===== config.mk =====
export PLATFORM = sky130hd
export DESIGN_NAME = led_out_serializer
export DESIGN_NICKNAME = d
export VERILOG_FILES = /design/src/rtl/led_out_pkg.sv /design/src/rtl/led_out_divider.sv /design/src/rtl/led_out_serializer.sv
export SDC_FILE = /design/constraint.sdc
export NUM_CORES = 1
export LEC_CHECK = 0
export CORE_MARGIN = 3
export CORE_UTILIZATION = 35
export CTS_BUF_LIST = sky130_fd_sc_hd__clkbuf_8
export DETAILED_ROUTE_END_ITERATION = 7
export PLACE_DENSITY = 0.65
export SYNTH_ARGS = -nofsm -noshare
export SYNTH_HDL_FRONTEND = slang
export SYNTH_SLANG_ARGS = --single-unit

===== constraint.sdc =====
create_clock -name clk -period 4.7 [get_ports clk]
set_input_delay 1.175 -clock clk [delete_from_list [all_inputs] [get_ports clk]]
set_output_delay 1.175 -clock clk [all_outputs]
set_load 0.02 [all_outputs]

===== src/rtl/led_out_pkg.sv =====
// led_out_pkg
//   Shared definitions for the LED-panel output engine:
//   - FSM state encodings (legacy-compatible 3-bit constants)
//   - default parameter values
//   - helpers for counter sizing and frame-memory address packing
package led_out_pkg;

  typedef logic [2:0] state_t;

  localparam state_t ST_IDLE   = 3'd0;
  localparam state_t ST_PRIME  = 3'd1;
  localparam state_t ST_SHIFT  = 3'd2;
  localparam state_t ST_LATCH  = 3'd3;
  localparam state_t ST_SWITCH = 3'd4;
  localparam state_t ST_DONE   = 3'd5;

  localparam int DEF_CH        = 16;
  localparam int DEF_SCAN      = 16;
  localparam int DEF_COLS      = 64;
  localparam int DEF_DIV       = 2;
  localparam int DEF_RD_LAT    = 2;
  localparam int DEF_LE_W      = 2;
  localparam int DEF_BLANK_CYC = 4;

  function automatic int max3(input int a, input int b, input int c);
    int m;
    m = (a > b) ? a : b;
    return (m > c) ? m : c;
  endfunction

  // {bank, line, col}; callers truncate to their address width.
  function automatic logic [31:0] pack_adrs(input logic bank, input logic [31:0] line,
                                            input logic [31:0] col, input int scan_w,
                                            input int col_w);
    return (32'(bank) << (scan_w + col_w)) | (line << col_w) | col;
  endfunction

endpackage


===== src/rtl/led_out_divider.sv =====
// led_out_divider
//   Column phase generator. Counts 2*DIV clk cycles per column while en is
//   high and produces the registered DCLK level plus two phase strobes.
// Ports:
//   clk, xrst  - clock, async active-low reset
//   en         - advance the phase; low clears phase and DCLK to 0
//   dclk       - registered shift clock, high for the second half of a column
//   col_end    - last cycle of the current column
//   capture    - cycle whose closing edge samples prefetched read data
module led_out_divider #(
  parameter int DIV    = 2,
  parameter int RD_LAT = 2
) (
  input  logic clk,
  input  logic xrst,
  input  logic en,
  output logic dclk,
  output logic col_end,
  output logic capture
);

  localparam int TOP  = 2 * DIV - 1;
  localparam int PH_W = $clog2(2 * DIV);

  logic [PH_W-1:0] ph;
  logic [PH_W-1:0] ph_nxt;

  always_comb begin
    ph_nxt = '0;
    if (en && (ph != PH_W'(TOP))) ph_nxt = ph + PH_W'(1);
  end

  always_ff @(posedge clk or negedge xrst) begin
    if (!xrst) begin
      ph   <= '0;
      dclk <= 1'b0;
    end else begin
      ph   <= ph_nxt;
      dclk <= en && (ph_nxt >= PH_W'(DIV));
    end
  end

  assign col_end = (ph == PH_W'(TOP));
  // Read for the next column is issued on phase 0, so its data is due RD_LAT edges later.
  assign capture = (ph == PH_W'(RD_LAT - 1));

endmodule


===== src/rtl/led_out_serializer.sv =====
// led_out_serializer
//   LED-panel output engine: fetches one CH-bit column word per DCLK from
//   frame memory, shifts it out on CH parallel channels, latches each line
//   with LE, blanks across the scan-line change and steps the scan line.
// Ports:
//   clk, xrst           - clock, async active-low reset
//   start, frame_alt    - frame start pulse and bank select sampled with it
//   zero                - per-channel force-zero mask on d_out
//   rd_d                - memory read data, RD_LAT cycles after rd_cycle
//   rd_cycle, rd_adrs   - read strobe and {bank, line, col} address
//   d_out, dclk, le     - serial data, shift clock, latch enable
//   blank, scan_line    - output-enable off, current row select
//   busy, frame_done    - frame in progress, end-of-frame pulse
//
// state   | meaning
// --------+-----------------------------------------------------------
// IDLE    | blanked, waiting for start
// PRIME   | waiting RD_LAT cycles for the column-0 word of a line
// SHIFT   | shifting COLS columns, 2*DIV cycles each, prefetching ahead
// LATCH   | LE high for LE_W cycles, last word held
// SWITCH  | scan line advanced, blanked for BLANK_CYC cycles
// DONE    | one-cycle frame_done, back to IDLE
module led_out_serializer
  import led_out_pkg::*;
#(
  parameter int CH        = DEF_CH,
  parameter int SCAN      = DEF_SCAN,
  parameter int COLS      = DEF_COLS,
  parameter int DIV       = DEF_DIV,
  parameter int RD_LAT    = DEF_RD_LAT,
  parameter int LE_W      = DEF_LE_W,
  parameter int BLANK_CYC = DEF_BLANK_CYC
) (
  input  logic                                  clk,
  input  logic                                  xrst,
  input  logic                                  start,
  input  logic                                  frame_alt,
  input  logic [CH-1:0]                         zero,
  input  logic [CH-1:0]                         rd_d,
  output logic                                  rd_cycle,
  output logic [$clog2(SCAN)+$clog2(COLS):0]    rd_adrs,
  output logic [CH-1:0]                         d_out,
  output logic                                  dclk,
  output logic                                  le,
  output logic                                  blank,
  output logic [$clog2(SCAN)-1:0]               scan_line,
  output logic                                  busy,
  output logic                                  frame_done
);

  localparam int SCAN_W  = $clog2(SCAN);
  localparam int COL_W   = $clog2(COLS);
  localparam int ADR_W   = 1 + SCAN_W + COL_W;
  localparam int CNT_MAX = max3(RD_LAT, LE_W, BLANK_CYC);
  localparam int CNT_W   = (CNT_MAX > 1) ? $clog2(CNT_MAX) : 1;

  localparam logic [COL_W-1:0] COL_LAST = COL_W'(COLS - 1);

  state_t            state;
  logic [CNT_W-1:0]  cnt;
  logic              bank;
  logic [SCAN_W-1:0] line;
  logic [COL_W-1:0]  col;
  logic [COL_W-1:0]  col_n1;
  logic [CH-1:0]     shreg;
  logic [CH-1:0]     pre;
  logic              div_en;
  logic              col_end;
  logic              capture;

  assign col_n1 = col + COL_W'(1);

  // The divider is cleared on the final column edge so DCLK drops as LE rises.
  assign div_en = (state == ST_SHIFT) && !(col_end && (col == COL_LAST));

  led_out_divider #(
    .DIV    (DIV),
    .RD_LAT (RD_LAT)
  ) u_div (
    .clk     (clk),
    .xrst    (xrst),
    .en      (div_en),
    .dclk    (dclk),
    .col_end (col_end),
    .capture (capture)
  );

  always_ff @(posedge clk or negedge xrst) begin
    if (!xrst) begin
      state      <= ST_IDLE;
      cnt        <= '0;
      bank       <= 1'b0;
      line       <= '0;
      col        <= '0;
      shreg      <= '0;
      pre        <= '0;
      rd_cycle   <= 1'b0;
      rd_adrs    <= '0;
      le         <= 1'b0;
      blank      <= 1'b1;
      busy       <= 1'b0;
      frame_done <= 1'b0;
    end else begin
      rd_cycle   <= 1'b0;
      frame_done <= 1'b0;
      case (state)
        ST_IDLE: begin
          if (start) begin
            bank     <= frame_alt;
            line     <= '0;
            col      <= '0;
            rd_cycle <= 1'b1;
            rd_adrs  <= ADR_W'(pack_adrs(frame_alt, 32'd0, 32'd0, SCAN_W, COL_W));
            cnt      <= CNT_W'(RD_LAT - 1);
            busy     <= 1'b1;
            blank    <= 1'b0;
            state    <= ST_PRIME;
          end
        end
        ST_PRIME: begin
          if (cnt == '0) begin
            shreg    <= rd_d;
            col      <= '0;
            rd_cycle <= 1'b1;
            rd_adrs  <= ADR_W'(pack_adrs(bank, 32'(line), 32'd1, SCAN_W, COL_W));
            state    <= ST_SHIFT;
          end else begin
            cnt <= cnt - CNT_W'(1);
          end
        end
        ST_SHIFT: begin
          if (capture && (col != COL_LAST)) pre <= rd_d;
          if (col_end) begin
            if (col == COL_LAST) begin
              le    <= 1'b1;
              blank <= 1'b1;
              cnt   <= CNT_W'(LE_W - 1);
              state <= ST_LATCH;
            end else begin
              col   <= col_n1;
              shreg <= pre;
              // Prefetch one column ahead; the last column has nothing to fetch.
              if (col_n1 != COL_LAST) begin
                rd_cycle <= 1'b1;
                rd_adrs  <= ADR_W'(pack_adrs(bank, 32'(line), 32'(col_n1 + COL_W'(1)),
                                             SCAN_W, COL_W));
              end
            end
          end
        end
        ST_LATCH: begin
          if (cnt == '0) begin
            le    <= 1'b0;
            line  <= line + SCAN_W'(1);
            cnt   <= CNT_W'(BLANK_CYC - 1);
            state <= ST_SWITCH;
          end else begin
            cnt <= cnt - CNT_W'(1);
          end
        end
        ST_SWITCH: begin
          if (cnt == '0) begin
            // line has already advanced; a wrap to 0 means the frame is complete.
            if (line == '0) begin
              frame_done <= 1'b1;
              state      <= ST_DONE;
            end else begin
              rd_cycle <= 1'b1;
              rd_adrs  <= ADR_W'(pack_adrs(bank, 32'(line), 32'd0, SCAN_W, COL_W));
              cnt      <= CNT_W'(RD_LAT - 1);
              blank    <= 1'b0;
              state    <= ST_PRIME;
            end
          end else begin
            cnt <= cnt - CNT_W'(1);
          end
        end
        ST_DONE: begin
          busy  <= 1'b0;
          state <= ST_IDLE;
        end
        default: state <= ST_IDLE;
      endcase
    end
  end

  assign scan_line = line;
  assign d_out     = shreg & ~zero;

endmodule


### Word-level counts from Yosys, hierarchy flattened

Cells that the tools add are included.

| cells by class | value |
|---|---|
| reductions and logical operators | 28 |
| eq/ne operators | 22 |
| $lt $le $gt $ge | 1 |
| bitwise logic cells | 4 |
| multiplexer cells | 58 |
| $add $sub $neg | 5 |

Operator list:

| kind | number |
|---|---|
| 2-to-1 mux 11 bit | 7 |
| 2-to-1 mux 16 bit | 3 |
| one-hot mux 11 bit (4 select lines) | 1 |
| one-hot mux 16 bit (2 select lines) | 1 |
| 2-to-1 mux 6 bit | 4 |
| 2-to-1 mux 3 bit | 7 |
| != test 2 bit (second input constant) | 9 |
| one-hot mux 6 bit (3 select lines) | 1 |
| AND reduction 6 bit | 3 |
| 2-to-1 mux 1 bit | 17 |
| AND 16 bit | 1 |
| 2-to-1 mux 2 bit | 8 |
| NOT 16 bit | 1 |
| one-hot mux 3 bit (5 select lines) | 1 |
| != test 6 bit (second input constant) | 2 |
| OR 11 x 10 -> 11 bit | 1 |
| OR 11 x 7 -> 11 bit | 1 |
| one-hot mux 2 bit (5 select lines) | 1 |
| 2-to-1 mux 4 bit | 2 |
| one-hot mux 4 bit (2 select lines) | 1 |
| AND reduction 4 bit | 2 |
| AND reduction 8 bit | 1 |
| nonzero test 2 bit | 4 |
| adder 6 x 1 -> 7 bit (second input constant) | 1 |
| 27 further kinds | 38 |

| word-level totals | value |
|---|---|
| output and inout bits | 37 |
| register bits after elaboration | 67 |

### Depth between registers and ports, before layout

Gate-level depths: netlist (run 1).

| logic depth | value |
|---|---|
| word-level depth | 8 |
| gate-level depth with buffers | 9 |

### Cells and area by module

A second synthesis (run 1) with hierarchy kept.

| second synthesis, totals | value |
|---|---|
| cell total of the unflattened synthesis | 392 |
| area total of the unflattened synthesis | 3,738.6 µm² |

Modules (own cells, without submodules):

| module | seq. area each (µm²) | area an instance (µm²) | instances | cells an instance |
|---|---|---|---|---|
| led_out_serializer | 1,602.8 | 3,612.2 | 1 | 383 |
| led_out_divider | 75.1 | 126.4 | 1 | 9 |

### Least setup slack after synthesis (run 1)

Ideal clock, no wire load.

| timing path | value |
|---|---|
| path kind | input to output |
| start point | input zero[0] |
| end point | output d_out[0] |
| data required time | 3.525 ns |
| arrival time | 1.479 ns |
| stages on the path | 1 |
| path buffers | 0 |
| slack | 2.046 ns |
| path through | nor2b_1 |

| on the way | value |
|---|---|
| longest elaborated chain between the ends | 2 |

Ends and longest elaborated chain:

| item | line | RTL |
|---|---|---|
| from (decl) | led_out_serializer.sv:38 | `input logic [CH-1:0] zero,` |
| NOT 16 bit | led_out_serializer.sv:188 | `assign d_out = shreg & ~zero;` |
| AND 16 bit | led_out_serializer.sv:188 |  |
| to (decl) | led_out_serializer.sv:42 | `output logic [CH-1:0] d_out,` |

No other way between the ends.

### Worst setup path after layout (run 1)

| timing path | value |
|---|---|
| start point | input zero[10] |
| end point | output d_out[10] |

The elaborated chain is that of the path after synthesis.

==> results.md, run 1 <==
* P_leak at 1.91 nW
* Clock slew at reported path FFs at 70 ps
* Critical path peak fanout at 1
* Cell taking the most area after synthesis: dfrtp_1
* Final Skew at 11.2 ps
* Power Total at 1.16 mW
* DR vias/cell at about 5.0
* Post-synth EDFFs at 0
* Post-synth top area share at 46.6%
* Cts repair resizes at 0
* DR iter-0 viols at 124
* Register area share after synthesis at 47.4%
* Met2 WL at 3960 microns
* Chip width at 107 microns
* Number of clock sinks at 67
* Crit Path Category: input pin to output port
* Final Slew Violations at 0
* Drt total wl at 8040 microns
* Placed instance area at 0.00428 sq mm
* Pre-CTS setup slack at 1210 ps
* Post-DR wirelength/cell at 14.4 microns
* Hold Buf Count CTS at 0
* Port Buffer Count at 72
* Fmax at ~290 MHz
* Die area at about 0.011 sq mm
* Core Area at 0.00982 sq mm
* Worst rel slew slack at 52.8%
* Root Buffer: clkbuf_8
* Max cap viols at 0
* Layout area overhead at 26.2%
* Synth top cells by count: 66 x dfrtp_1, 47 x nand2_1, 34 x nor2_1
* Final worst-path cycle share at 74.1%
* Async set-or-reset flop fraction in the synthesized netlist at 100%
* Status: finished, final reports clean
* H-tree Lvls at 3
* Via Count at 2798
* Yosys warns at 0
* Initial antenna violation count at 0
* Final WS setup at ~1200 ps
* Unrepaired setup endpoints after global routing: false
* Post-DRT Antenna Nets at 0
* Fillers at 976
* Count leader, synth: dfrtp_1
* Rows at 36
* GRT overflow at 0
* Final Hold Vio Count at 0
* Setup violations, final at 0
* First-pass GRT wire length at 13500 microns
* # IOs at 73
* Met3 wire length at 443 microns
* Fin crit period at between 3000 and 4000 ps
* Hold Crit Class: flip-flop to flip-flop
* Max Used Layer: met4
* Synthesized area at 0.00354 sq mm
* Die height at 107 microns
* Cells after Synth at 357
* Worst vdd ir at 0.158 mV
* Hpwl dp at 5600 microns
* Top FF cell, synth: dfrtp_1
* Vias in the first global route at ~2700
* CTS Buf Count at 9
* Nets at 463
* DRC violations left at 0
* Share of cells above drive strength 1 at roughly 14%
* DRT Pass-1 Iters at 4
* Max clock buf depth at 2
* Top post-synthesis cells by area: dfrtp_1 47%, mux2_2 7.6%, nand2_1 5.0%
* Worst EP arrival at 2310 ps
* Worst Tran Pin Value at 703 ps
* Initial core utilization at 36.1%
* P per Cell Area at 260 mW/mm^2
* Syn Nets at around 400
* Mean Syn Cell Area at 9.92 sq um
* Startpoint Class: input pin
* CTS tree: yes
* Gr usage total at about 15%
* Ant diodes at 0
* M1 WL at 3540 microns
* Worst setup EP type: output port
* Setup TNS at 0 ps
* Cell variety after synth at 51
* Clk Latency, worst-skew pair at 340 ps
* Setup Fix Bufs, Post-CTS at 0
* FF+latch area at 0.00168 sq mm
* Area of the multi-input gates at 0.00163 sq mm
* Synth Register Bits at 67
* Post-route cell area at 0.00447 sq mm
* Largest net degree at the start of global routing at 38
* Final GP Congestion at 0.787
* CP required at 3520 ps
## cells in the final DEF (no fill, tap or decap), types with 4 or more instances in the layout
cell type / Yosys / routed
nor2b_1: 16 / 16
nor3_1: 10 / 10
ha_1: 8 / 8
nor2_1: 34 / 34
mux2_2: 24 / 24
a31oi_1: 20 / 20
xor2_1: 5 / 5
mux2_4: 4 / 4
clkdlybuf4s50_1: 0 / 71
a21oi_1: 11 / 11
dfrtp_1: 66 / 66
o21ai_0: 16 / 16
nand2_1: 47 / 47
nand3_1: 5 / 5
nand4_1: 4 / 4
inv_1: 17 / 19
clkbuf_8: 2 / 9
mux2i_1: 5 / 5
## routing by layer
layer	global-route usage (%)	up-vias
met1	19.8	1366
li1	-	1355
met4	4.57	0
met3	3.61	6
met2	23.7	71
met5	0	-
## sequential cells by signal, indices dropped and copies added (netlist names)
signal      count
scan_line       4
blank           1
cnt             2
col             6
shreg          16
le              1
busy            1
pre            16
u_div.dclk      1
frame_done      1
rd_adrs        11
bank            1
u_div.ph        2
rd_cycle        1
state           3
## logic make-up after synthesis
| logic type | after synthesis | synth area share, % |
|---|---|---|
| muxes | 33 | 10.7 |
| buffers and inverters | 41 | 6.57 |
| DFF | 67 | 47.4 |
| and+or+nand+nor | 134 | 18.2 |
| adders and majority gates | 8 | 2.83 |
| xor gates and xnor gates | 8 | 1.98 |
| AOI/OAI and AO/OA | 66 | 12.3 |
## cell type report
cell class	count	area share, %
Clock inverter	7	1.54
Sequential cell	67	37.5
Tap cell	133	3.72
Timing Repair Buffer	75	16.5
Multi-Input combinational cell	249	36.5
Clock buffer	9	2.77
Inverter	17	1.43
## critical path: stages
cell and delay, ps:
clkdlybuf4s50_1 400, nor2b_1 120, clkdlybuf4s50_1 620
## where the power goes
| group | leakage, nW | switching [mW] | internal [mW] |
|---|---|---|---|
| logic | 1.01 | 0.0377 | 0.0516 |
| clock network | 0.107 | 0.229 | 0.245 |
| registers | 0.791 | 0.00699 | 0.590 |
| total | 1.91 | 0.274 | 0.887 |
## per-stage QoR
step | hold slack (ps) | std cells | utilization [%]
after floorplan | 443 | 357 | -
after global placement | 458 | 541 | 43.6
after detailed placement | 470 | 541 | 43.6
after CTS | 483 | 557 | 45.5
after global routing | 518 | 557 | 45.5
final | 481 | 557 | 45.5
## worst paths after layout
kind | startpoint | endpoint | slack [ps] | cells past startpoint
min | u_div.ph[0] | u_div.ph[0] | 480 | 1
max reg2reg | state[2] | rd_adrs[1] | 1890 | 5
max in group asynchronous | xrst | blank | 2870 | 2
min in group asynchronous | xrst | shreg[2] | 870 | 1
max | zero[10] | d_out[10] | 1220 | 3
min reg2reg | u_div.ph[0] | u_div.ph[0] | 480 | 1
No activity file was read; power rests on OpenSTA's default activity.
==> inputs of run 2 (changes only) <==
--- a/config.mk
+++ b/config.mk
@@ -9,7 +9,7 @@
 export CORE_UTILIZATION = 35
 export CTS_BUF_LIST = sky130_fd_sc_hd__clkbuf_8
 export DETAILED_ROUTE_END_ITERATION = 7
-export PLACE_DENSITY = 0.65
+export PLACE_DENSITY = 0.67
 export SYNTH_ARGS = -nofsm -noshare
 export SYNTH_HDL_FRONTEND = slang
 export SYNTH_SLANG_ARGS = --single-unit
==> constraint.sdc (replaced) <==
create_clock -name clk -period 3 [get_ports clk]
set_input_delay 0.75 -clock clk [delete_from_list [all_inputs] [get_ports clk]]
set_output_delay 0.75 -clock clk [all_outputs]
set_load 0.02 [all_outputs]
==> run 2 against run 1 <==
Compared with the run above: core utilization is 0.73 points higher; cell area up 1.6%; worst hold slack worse by 39 ps; sequential power grew 57%; first-iteration DRC count grew 71%; via count up 0.18%; critical endpoint is now d_out[7].
==> results.md, run 2 (synthesized netlist as in run 1, its figures left out) <==
* P per Cell Area at 418 mW/mm^2 (+61%)
* Unrepaired setup endpoints after global routing: false
* Setup violations, final at 0 (unchanged)
* Worst EP arrival at 1900 ps (-410 ps)
* Most common cell after layout, fill and taps aside: clkdlybuf4s50_1
* Setup TNS at 0 ps (unchanged)
* Initial core utilization at 36.1% (unchanged)
* Hold Buf Count CTS at 0 (unchanged)
* Hold Crit Class: input pin to async pin
* Initial antenna violation count at 0 (unchanged)
* Die height at 107 microns (unchanged)
* DR iter-0 viols at 212 (+71%)
* Startpoint Class: input pin
* Core Area at 0.00982 sq mm (unchanged)
* First-pass GRT wire length at 13500 microns (+0.21%)
* Worst Tran Pin Value at 703 ps (+0.631 ps)
* P_leak at 1.93 nW (+1.4%)
* WHS at 442 ps (-39.4 ps)
* Nets at 468 (+1.1%)
* Hpwl dp at 5600 microns (about the same)
* Area of the multi-input gates at 0.00163 sq mm (unchanged)
* R2r setup slk at 550 ps (-1340 ps)
* Final worst-path cycle share at 88.3%
* Max cap viols at 0 (unchanged)
* Vias in the first global route at 2857 (+4.9%)
* Placed cells at 546 (+0.92%)
* Fmax at 377 MHz
* Fillers at 975 (-0.10%)
* Share of cells above drive strength 1 at 15.2% (+1.3 points)
* Clk Latency, worst-skew pair at 350 ps (about the same)
* Critical R2R Launch: col[1]
* Setup Fix Bufs, Post-CTS at 0 (unchanged)
* Largest net degree at the start of global routing at 39 (+2.6%)
* Via Count at 2803 (+0.18%)
* CTS Buf Count at 9 (unchanged)
* Worst rel slew slack at 53.1% (+0.32 points)
* Worst vdd ir at 0.261 mV (+65%)
* Rows at 36 (unchanged)
* Cts repair resizes at 0 (unchanged)
* Fin crit period at 2650 ps
* Final GP Congestion at 0.825 (+4.9%)
* DRT Pass-1 Iters at 4 (unchanged)
* Gr usage total at 14.7% (-0.070 points)
* Worst setup EP type: output port
* Chip width at 107 microns (unchanged)
* Die area at 0.0114 sq mm (unchanged)
* Clock slew at reported path FFs at 80 ps (about the same)
* Drt total wl at 7990 microns (-0.65%)
* Critical path peak fanout at 1 (unchanged)
* Post-DRT Antenna Nets at 0 (unchanged)
* Ant diodes at 0 (unchanged)
* Biggest regs: pre (16), shreg (16), rd_adrs (11)
* Max clock buf depth at 2 (unchanged)
* DR vias/cell at 5.00 (-0.54%)
* Post-DR wirelength/cell at 14.2 microns (-1.4%)
* Root Buffer: clkbuf_8
* Final Skew at 12.4 ps (+1.17 ps)
* Number of clock sinks at 67 (unchanged)
* Final Hold Vio Count at 0 (unchanged)
* H-tree Lvls at 3 (unchanged)
* Port Buffer Count at 72 (unchanged)
* Layout area overhead at 28.2%
* R2r endpoint: rd_adrs[1]
* Final Slew Violations at 0 (unchanged)
* CTS tree: yes
* Crit Path Category: input pin to output port
* Status: finished, final reports clean
* Post-route insts no fill at 561 (+0.72%)
* Most frequent cells in the layout: 71 x clkdlybuf4s50_1, 66 x dfrtp_1, 47 x nand2_1, 34 x nor2_1, 24 x mux2_2
* # IOs at 73 (unchanged)
* FF+latch area at 0.00168 sq mm (unchanged)
* R2R cell count at 6 (+1)
* CP required at 2250 ps (-1270 ps)
* GRT overflow at 0 (unchanged)
* DRC violations left at 0 (unchanged)
## run 2: cell count changes in the layout (fill, tap and decap cells not counted)
cell / previous run / this run
clkinvlp_4: 0 / 1
inv_6: 2 / 1
bufinv_16: 1 / 2
inv_1: 19 / 17
buf_4: 3 / 7
buf_12: 0 / 1
## run 2: worst max-delay path: stages
cell and delay [ps]:
clkdlybuf4s50_1 410, nor2b_1 120, clkdlybuf4s50_1 610
## run 2: layout make-up
| cell class | instances | area share (%) |
|---|---|---|
| flip-flops and latches | 67 | 36.9 |
| multi-input cells | 249 | 35.9 |
| repair buffers | 80 | 17.4 |
| well taps | 133 | 3.66 |
| clock buffers | 9 | 2.73 |
| clock inverters | 6 | 1.98 |
| inverters | 17 | 1.40 |
## run 2: metrics by stage
step	utilization [%]	power [mW]	instance area, sq um	setup WS (ps)
6_report	46.3	1.90	4540	350
5_1_grt	46.3	1.98	4540	293
4_1_cts	46.3	1.93	4540	333
3_5_place_dp	44.1	1.10	4330	336
3_3_place_gp	44.1	1.09	4330	373
2_1_floorplan	-	0.998	3540	777
## run 2: layer usage
metal | GRT usage (%) | part of all wire, %
met1 | 18.2 | 44
met2 | 24.4 | 49
met3 | 3.37 | 4.9
met4 | 6.76 | 2.3
met5 | 0 | 0
## run 2: how the worst max path moves through the flow
stage,depth (start not counted),from,slack (ps),end
floorplan,9,col[1],780,rd_adrs[10]
global placement,3,zero[13],370,d_out[13]
detailed placement,3,zero[3],340,d_out[3]
CTS,3,zero[7],330,d_out[7]
global route,3,zero[7],290,d_out[7]
finish,3,zero[7],350,d_out[7]
## run 2: power by group
part           switching, mW  internal [mW]  leakage [nW]
Combinational         0.0594         0.0827          1.04
Clock                  0.355          0.466         0.106
Sequential            0.0109          0.925         0.791
Total                  0.425           1.47          1.93
==> inputs of run 3 (changes only) <==
--- a/config.mk
+++ b/config.mk
@@ -6,10 +6,11 @@
 export NUM_CORES = 1
 export LEC_CHECK = 0
 export CORE_MARGIN = 3
-export CORE_UTILIZATION = 35
+export CORE_UTILIZATION = 45
 export CTS_BUF_LIST = sky130_fd_sc_hd__clkbuf_8
 export DETAILED_ROUTE_END_ITERATION = 7
-export PLACE_DENSITY = 0.67
+export PLACE_DENSITY = 0.81
 export SYNTH_ARGS = -nofsm -noshare
 export SYNTH_HDL_FRONTEND = slang
 export SYNTH_SLANG_ARGS = --single-unit
+export TNS_END_PERCENT = 5
==> run 3 against run 2 <==
Compared with the run above: global-route usage rose by 3.7 points; power is 0.33% lower; core utilization grew 14 points; final cell count down 6.8%; sequential cell count stayed put; critical path type unchanged; largest cell class unchanged; largest power group unchanged.
==> results.md, run 3 (synthesized netlist as in run 1, its figures left out) <==
* Status: finished, final reports clean
* Setup TNS at 0 ps (unchanged)
* Power Total at 1.89 mW (-0.33%)
* Share of cells above drive strength 1 at 14.4% (-0.80 points)
* Gr usage total at 18.4% (+3.7 points)
* Worst Tran Pin Value at 695 ps (-8.24 ps)
* Post-DRT Antenna Nets at 0 (unchanged)
* Biggest regs: pre (16), shreg (16), rd_adrs (11)
* Initial antenna violation count at 0 (unchanged)
* Root Buffer: clkbuf_8
* Register share of total power at 49.5% (+0.2 points)
* CTS tree: yes
* Hpwl dp at 5430 microns (-3.1%)
* Via Count at 2780 (-0.82%)
* Fillers at 646 (-34%)
* P_leak at 1.92 nW (-0.99%)
* DR iter-0 viols at 216 (+1.9%)
* Hold Buf Count CTS at 0 (unchanged)
* Post-DR wirelength/cell at 14.7 microns (+3.5%)
* Setup Fix Bufs, Post-CTS at 0 (unchanged)
* Clock slew at reported path FFs at 80 ps (about the same)
* Die area at 0.00897 sq mm (-21%)
* Most frequent CP cell: clkdlybuf4s50_1
* Die height at 94.7 microns (-11%)
* CP Depth at 3 (unchanged)
* Final GP Congestion at 0.846 (+2.5%)
* Number of clock sinks at 67 (unchanged)
* Worst EP arrival at 1880 ps (-20 ps)
* H-tree Lvls at 3 (unchanged)
* Setup crit end: d_out[10]
* Sw Ratio at 22.1% (-0.25 points)
* Most frequent cells in the layout: 71 x clkdlybuf4s50_1, 66 x dfrtp_1, 47 x nand2_1, 34 x nor2_1, 24 x mux2_2
* Worst vdd ir at 0.293 mV (+12%)
* P per Cell Area at 423 mW/mm^2 (+1.3%)
* Clk network pwr share at 43.1% (about the same)
* Vias in the first global route at 2816 (-1.4%)
* Max cap viols at 0 (unchanged)
* Max clock buf depth at 2 (unchanged)
* Fmax at 380 MHz (+0.80%)
* Largest net degree at the start of global routing at 45 (+15%)
* GRT overflow at 0 (unchanged)
* Switching power at 0.419 mW (-1.5%)
* CP required at 2250 ps (about the same)
* Internal power at 1.47 mW (about the same)
* Worst setup EP type: output port
* DR vias/cell at 5.32 (+6.4%)
* Cell breakdown of the critical path: clkdlybuf4s50_1, nor2b_1, clkdlybuf4s50_1
* Unrepaired setup endpoints after global routing: false
* Final Hold Vio Count at 0 (unchanged)
* Setup violations, final at 0 (unchanged)
* Crit Path Category: input pin to output port
* DRC violations left at 0 (unchanged)
* Critical R2R Launch: col[0]
* Layout area overhead at 26.2%
* First-pass GRT wire length at 12900 microns (-4.3%)
* Slowest stage delay, CP at 610 ps (about the same)
* Critical path peak fanout at 1 (unchanged)
* R2R cell count at 6 (unchanged)
* Final Skew at 10.9 ps (-1.42 ps)
* Hold Crit Class: input pin to async pin
* Placed instance area at 0.00426 sq mm (-1.7%)
* Post-route cell area at 0.00447 sq mm (-1.6%)
* Delay-heaviest family, CP: buffers and inverters
* Core Area at 0.00745 sq mm (-24%)
* Drt total wl at 7710 microns (-3.5%)
* Comb power frac at 7.5% (about the same)
* Worst rel slew slack at 53.7% (+0.55 points)
* Final worst-path cycle share at 87.6% (-0.70 points)
* Chip width at 94.7 microns (-11%)
* DRT Pass-1 Iters at 4 (unchanged)
* R2r endpoint: cnt[0]
* Worst setup path start: zero[10]
* Cts repair resizes at 0 (unchanged)
* Most common cell after layout, fill and taps aside: clkdlybuf4s50_1
* WHS at 381 ps (-60.8 ps)
* CTS Buf Count at 9 (unchanged)
* Clk Latency, worst-skew pair at 340 ps (about the same)
* CP max-delay cell: clkdlybuf4s50_1
* # IOs at 73 (unchanged)
* Final Slew Violations at 0 (unchanged)
* Initial core utilization at 47.6% (+11 points)
* Ant diodes at 0 (unchanged)
* Fin crit period at 2630 ps (-21.0 ps)
* Nets at 464 (-0.85%)
* Critical path buffers and inverters at 2 (unchanged)
* Port Buffer Count at 72 (unchanged)
* Startpoint Class: input pin
* Rows at 31 (-14%)
* R2r setup slk at 410 ps (-140 ps)
run 3: worst register-to-register path: stages, from the launching register on:
cell and delay, ps:
dfrtp_1 530, ha_1 350, and3_1 360, nand3_1 160
buf_4 210, a2111oi_2 480, mux2_2 390
run 3: cell type report:
cell class	count	area, sq um	share of cell area (%)
sequential	67	1680	37.5
inverter	17	63.8	1.43
clock buffer	9	124	2.77
tap	99	124	2.77
clock inverter	6	90.1	2.02
multi-input combinational	249	1630	36.5
timing repair buffer	76	758	17.0
run 3: worst min-delay path by stage:
| stage | startpoint | slack [ps] | end | cells after the start |
|---|---|---|---|---|
| after floorplan | u_div.ph[0] | 440 | u_div.ph[0] | 1 |
| after global placement | u_div.ph[0] | 460 | u_div.ph[0] | 1 |
| after detailed placement | u_div.ph[0] | 480 | u_div.ph[0] | 1 |
| after CTS | xrst | 400 | shreg[3] | 1 |
| after global routing | xrst | 420 | shreg[3] | 1 |
| final | xrst | 380 | shreg[3] | 1 |
run 3: stage by stage:
step	utilization [%]	setup slack [ps]	cells
global placement	57.1	356	508
global route	60.0	257	523
CTS	60.0	364	523
finish	60.0	371	523
detailed placement	57.1	294	508
floorplan	-	777	357
run 3: metal layers:
layer  part of all wire (%)  vias up  wire length [microns]  global-route usage, %
met4                    2.5        0                    189                   10.8
met3                    4.0       15                    309                   3.27
met2                     51       80                   3920                   29.8
met1                     43     1332                   3290                   22.9
met5                      0        -                      0                      0
li1                       -     1353                      -                      -
run 3: power groups by stage:
stage                     Combinational [mW]  Sequential (mW)  Clock, mW
after floorplan                       0.0489            0.949          0
after global placement                 0.141            0.952          0
after detailed placement               0.144            0.954          0
after CTS                              0.144            0.936      0.832
after global routing                   0.155            0.938      0.874
final                                  0.141            0.936      0.815
